[src/rtl/mem_bus_arbiter.sv]
// Arbitrates the shared memory bus between the CPU (requester 0) and NUM_REQ-1 bus masters.
// Optional macro CPU_PRIORITY_EN: the CPU always wins, the others round-robin among themselves.
module mem_bus_arbiter #(
  parameter int NUM_REQ     = 3,
  parameter int WAIT_STATES = 1,
  parameter int ADDR_W      = 16,
  parameter int DATA_W      = 8
) (
  input  logic                      clock,
  input  logic                      reset,
  input  logic [NUM_REQ-1:0]        req_valid,
  input  logic [NUM_REQ-1:0]        req_write,
  input  logic [NUM_REQ*ADDR_W-1:0] req_addr,
  input  logic [NUM_REQ*DATA_W-1:0] req_wdata,
  output logic [NUM_REQ-1:0]        req_ready,
  output logic [NUM_REQ-1:0]        grant,
  output logic [DATA_W-1:0]         rdata,
  output logic                      mem_en,
  output logic                      mem_we,
  output logic [ADDR_W-1:0]         mem_addr,
  output logic [DATA_W-1:0]         mem_wdata,
  input  logic [DATA_W-1:0]         mem_rdata,
  output logic [1:0]                fsm_state
);
  // Handshake: a requester holds valid/write/addr/wdata until its one-cycle req_ready;
  // grant stays one-hot from the latch edge through the DONE cycle.
  typedef enum logic [1:0] {IDLE = 2'd0, ACCESS = 2'd1, DONE = 2'd2} state_t;

  localparam int IDX_W = $clog2(NUM_REQ);

  state_t           state, state_next;
  logic [IDX_W-1:0] last_grant, owner, winner;
  logic [3:0]       count;
  int               scan_idx;

  assign fsm_state = state;

  // Scan downward so the last hit is the nearest requester after last_grant.
  always_comb begin
    winner   = '0;
    scan_idx = 0;
`ifdef CPU_PRIORITY_EN
    for (int k = NUM_REQ - 1; k >= 1; k--) begin
      scan_idx = int'(last_grant) + k;
      if (scan_idx > NUM_REQ - 1) scan_idx = scan_idx - (NUM_REQ - 1);
      if (req_valid[scan_idx[IDX_W-1:0]]) winner = scan_idx[IDX_W-1:0];
    end
    if (req_valid[0]) winner = '0;
`else
    for (int k = NUM_REQ; k >= 1; k--) begin
      scan_idx = int'(last_grant) + k;
      if (scan_idx >= NUM_REQ) scan_idx = scan_idx - NUM_REQ;
      if (req_valid[scan_idx[IDX_W-1:0]]) winner = scan_idx[IDX_W-1:0];
    end
`endif
  end

  always_ff @(posedge clock or posedge reset) begin
    if (reset) state <= IDLE;
    else       state <= state_next;
  end

  always_comb begin
    state_next = state;
    case (state)
      IDLE:    if (|req_valid) state_next = ACCESS;
      ACCESS:  if (count == 4'd0) state_next = DONE;
      DONE:    state_next = IDLE;
      default: state_next = IDLE;
    endcase
  end

  always_ff @(posedge clock or posedge reset) begin
    if (reset) begin
      grant      <= '0;
      req_ready  <= '0;
      rdata      <= '0;
      mem_en     <= 1'b0;
      mem_we     <= 1'b0;
      mem_addr   <= '0;
      mem_wdata  <= '0;
      count      <= '0;
      owner      <= '0;
      last_grant <= IDX_W'(NUM_REQ - 1);
    end else begin
      case (state)
        IDLE: begin
          if (|req_valid) begin
            owner     <= winner;
            grant     <= NUM_REQ'(1) << winner;
            mem_en    <= 1'b1;
            mem_we    <= req_write[winner];
            mem_addr  <= req_addr[winner*ADDR_W +: ADDR_W];
            mem_wdata <= req_wdata[winner*DATA_W +: DATA_W];
            count     <= 4'(WAIT_STATES);
          end
        end
        ACCESS: begin
          if (count != 4'd0) begin
            count <= count - 4'd1;
          end else begin
            if (!mem_we) rdata <= mem_rdata;
            req_ready <= grant;
`ifdef CPU_PRIORITY_EN
            // CPU grants leave the peripheral round-robin pointer untouched.
            if (owner != '0) last_grant <= owner;
`else
            last_grant <= owner;
`endif
            mem_en <= 1'b0;
            mem_we <= 1'b0;
          end
        end
        DONE: begin
          grant     <= '0;
          req_ready <= '0;
          mem_addr  <= '0;
          mem_wdata <= '0;
        end
        default: ;
      endcase
    end
  end
endmodule
[config.mk]
export PLATFORM = sky130hd
export DESIGN_NAME = mem_bus_arbiter
export DESIGN_NICKNAME = d
export VERILOG_FILES = /design/src/rtl/mem_bus_arbiter.sv
export SDC_FILE = /design/constraint.sdc
export NUM_CORES = 1
export LEC_CHECK = 0
export BUFFER_PORTS_ARGS = -buffer_cell sky130_fd_sc_hd__buf_2
export CAP_MARGIN = 20
export CORE_MARGIN = 4
export CORE_UTILIZATION = 45
export CTS_CLUSTER_DIAMETER = 150
export DETAILED_ROUTE_END_ITERATION = 16
export PLACE_DENSITY_LB_ADDON = 0.3
export RECOVER_POWER = 100
export SETUP_SLACK_MARGIN = 0.3
export SYNTH_ARGS = -nofsm -noshare
export SYNTH_HDL_FRONTEND = slang
export SYNTH_SLANG_ARGS = --single-unit
[constraint.sdc]
create_clock -name clock -period 4.5 [get_ports clock]
set_input_delay 1.35 -clock clock [delete_from_list [all_inputs] [get_ports clock]]
set_output_delay 1.35 -clock clock [all_outputs]
set_load 0.005 [all_outputs]
==> summary.md <==
| Metric | Value |
|---|---|
| Busiest grt layer | `met2` |
| Asr flop ratio synth | `between 90% and 100%` |
| Setup crit start kind | `primary input` |
| Setup crit end kind | `flop` |
| Max VDD drop | `roughly 240 µV` |
| Final worst path period share | `79.88%` |
| Num CTS Buffers | `5` |
| PortBufs | `129` |
| Cell taking the most area after synthesis | `dfrtp_1` |
| Leakage power total | `1.599 nW` |
| Final std cells w/o fill | `roughly 450` |
| Ys flop type | `dfrtp_1` |
| Ant. Diodes | `0` |
| Initial antenna violation count | `0` |
| Setup TNS | `0 ns` |
| First-pass GRT wire length | `11360 µm` |
| Buf+Inv Stages, Crit Path | `2` |
| H-tree levels | `2` |
| Setup-failing EPs final | `0` |
| Crit-path max cell delay | `between 1 and 1.5 ns` |
| I/O pins | `130` |
| Final hold vios | `0` |
| Least-Margin Pin Slew | `about 1.6 ns` |
| Fin crit period | `around 3.6 ns` |
| CP Cell Sequence | `buf_2 -> nor3b_4 -> nor3_1 -> nor3_1 -> clkbuf_1 -> a22oi_1 -> o211ai_2` |
| Flop pwr share | `38.8%` |
| Status | `finished, violations left` |
| Number of synthesized register bits | `50` |
| Slew margin rel. | `-9.673%` |
| PwrDens | `about 600 nW/µm²` |
| Fmax | `278.2 MHz` |
| Most common cell after layout, fill and taps aside | `buf_2` |
| CTS hold repair buffers | `0` |
| Combinational power share | `a little under half` |
| Global route overflow | `0` |
| WL final | `between 7000 and 8000 µm` |
| Tightest Hold Check Type | `flop to flop` |
| Share of cells above drive strength 1 | `between 40% and 50%` |
| Total net switching power | `around 0.80 mW` |
| Post-CTS setup buffers | `0` |
| Setup ws final | `a little over 0.9 ns` |
| WP data required | `roughly 4.7 ns` |
| Detail Placement HPWL | `between 5000 and 6000 µm` |
| Clock latency on the worst-skew pair | `0.30 ns` |
| Mapped Nets | `about 350` |
| Vias per Instance | `approximately 5.4` |
| Fillers | `between 500 and 600` |
| DRC violations left | `0` |
| Leading post-synthesis cells by cell area | `dfrtp_1 (44%), o211ai_2 (8.0%), a22oi_1 (6.1%)` |
| Pre-CTS WS | `1.257 ns` |
| Final net count | `471` |
| YS warnings | `0` |
| Internal power | `approximately 1.2 mW` |
| Clock power frac | `a little over an eighth` |
| Worst path arrival time | `3.82 ns` |
| Initial DRC count | `67` |
| Placed Cells | `445` |
| Max Root-Sink Buffers | `2` |
| GR Layer Usage met2 | `between 30% and 40%` |
| Tot Pwr | `roughly 2.0 mW` |
| Met3 Resource Use GR | `~4.8%` |
| Clock slew at reported path FFs | `0.09 ns` |
| RSZ-0062 raised after global routing | `no` |
| Clock Skew | `around 0.0063 ns` |
| CORE AREA | `about 6000 µm²` |
| TritonCTS clock tree | `done` |
| Die area | `7573 µm²` |
| Most used cell along the critical path | `nor3_1` |
| CTS root buf | `clkbuf_8` |
| Slowest cell on crit path | `nor3_1` |
| DRT Pass-1 Iters | `4` |
| Via count | `around 2500` |
| Critical path class | `primary input to flop` |
| Post-cts gate resize count | `0` |
| Fin Hold WS | `about 0.5 ns` |
| Vias in the first global route | `about 2400` |
| Post-synthesis cell area | `about 2800 µm²` |
| Sequential share of the synthesized area | `~45%` |
| Die height | `about 87 µm` |
| Post-synth EDFFs | `0` |
| Initial Utilization | `a little under half` |
| Max cap viols | `2` |
| Yosys top cell area share | `approximately 44%` |
| GR Util All Layers | `19.09%` |
| Die X | `slightly below 90 µm` |
| Worst Path Max Fanout | `17` |
| Largest net degree at the start of global routing | `51` |
| Post-route ant nets | `0` |
| Syn Area/Cell | `11.06 µm²` |
| Most frequent cells in the layout | `buf_2 (107), dfrtp_1 (49), nand2_1 (44), clkbuf_1 (25), a22oi_1 (23)` |
| Crit path max-delay family | `simple AND/OR/NAND/NOR gates` |
| GPL Wtd Cong | `0.7957` |
| Met1 usage | `between 20% and 30%` |
| Failing checks | `max-capacitance violations, max-slew violations` |
| Clock tree sinks | `50` |
| Switching part of the total | `around two fifths` |
| Syn-to-layout area delta | `22.48%` |
| Netlist cell types | `48` |
| Synth Instances | `approximately 250` |
| Drt wl/cell | `about 16 µm` |
| Row count | `28` |
| Slew Viols, Final | `43` |
cell families (layout without fill, tap and decap cells):
family | after synthesis | count (layout) | share of synthesized area, %
compound gates | 65 | 65 | 21.01
xor+xnor | 2 | 2 | 0.6234
fa+ha+maj | 5 | 5 | 2.226
buf+inv | 23 | 148 | 5.921
flops | 50 | 50 | 44.57
mux | 10 | 10 | 3.963
simple gates | 99 | 99 | 21.68
through the flow:
step / util (%) / instance area, µm²
floorplan: - / 2810
global placement: 57.44 / 3441
detailed placement: 57.89 / 3468
CTS: 59.48 / 3563
global route: 57.46 / 3442
finish: 57.46 / 3442
layer usage:
metal / wire (µm) / part of all wire, % / vias to the layer above
met4: 125 / 1.8 / 0
met5: 0 / 0 / -
met3: 594 / 8.4 / 12
met1: 2920 / 41 / 1159
met2: 3429 / 49 / 113
li1: - / - / 1170
state kept, by name, summed over array words and instances, names as in the netlist:
register and flops:
count 4, fsm_state 2, grant 3, last_grant 2, mem_addr 16, mem_en 1
mem_wdata 8, mem_we 1, owner 2, rdata 8, req_ready 3
area by class of cell:
| class | count | area [µm²] | area share (%) |
|---|---|---|---|
| Multi-Input combinational cell | 181 | 1313 | 38.13 |
| Clock buffer | 7 | 86.33 | 2.508 |
| Inverter | 7 | 27.53 | 0.7997 |
| Sequential cell | 50 | 1252 | 36.39 |
| Timing Repair Buffer | 133 | 660.6 | 19.19 |
| Clock inverter | 1 | 8.758 | 0.2545 |
| Tap cell | 75 | 93.84 | 2.726 |
synth_stat cells (2+ instances only):
| library cell | count |
|---|---|
| dfrtp_1 | 49 |
| nand2_1 | 43 |
| o21a_1 | 2 |
| nand3_2 | 10 |
| o21ai_0 | 5 |
| clkbuf_1 | 2 |
| buf_6 | 6 |
| a21o_1 | 2 |
| nand3_1 | 20 |
| nor2_1 | 6 |
| ha_1 | 5 |
| nor3_4 | 3 |
| or2b_1 | 2 |
| o211ai_2 | 18 |
| nor2_8 | 2 |
| buf_2 | 5 |
| buf_4 | 2 |
| inv_1 | 6 |
| a22oi_1 | 23 |
| mux2_2 | 9 |
| o211ai_1 | 7 |
worst reg2reg max path: stages (launching register included):
cell and delay, ns:
dfstp_2 0.54, inv_1 0.06, ha_1 0.40, nor3b_4 0.27, nor3_1 0.07, nor3_1 1.03
clkbuf_1 0.69, a22oi_1 0.21, o211ai_2 0.11
final timing paths:
path                                                 from                        to  slack, ns  depth (start not counted)
worst max-delay path                         req_valid[1]   mem_addr[4]$_DFFE_PP0P_       0.91                          7
worst min-delay path                 owner[1]$_DFFE_PP0P_      owner[1]$_DFFE_PP0P_       0.49                          2
worst max register to register  last_grant[1]$_DFFE_PP1P_   mem_addr[4]$_DFFE_PP0P_       1.05                          8
worst min register to register       owner[1]$_DFFE_PP0P_      owner[1]$_DFFE_PP0P_       0.49                          2
max in group asynchronous                           reset  req_ready[2]$_DFFE_PP0P_       1.39                          3
min in group asynchronous                           reset  mem_addr[12]$_DFFE_PP0P_       1.15                          2
power by group through the flow:
| stage | combinational [mW] | clock, mW | sequential (mW) |
|---|---|---|---|
| after floorplan | 0.734 | 0 | 0.796 |
| after global placement | 1.01 | 0 | 0.794 |
| after detailed placement | 1.06 | 0 | 0.794 |
| after CTS | 1.06 | 0.286 | 0.791 |
| after global routing | 1.08 | 0.308 | 0.814 |
| final | 0.962 | 0.276 | 0.786 |
Power figures use the tool's default switching activity.
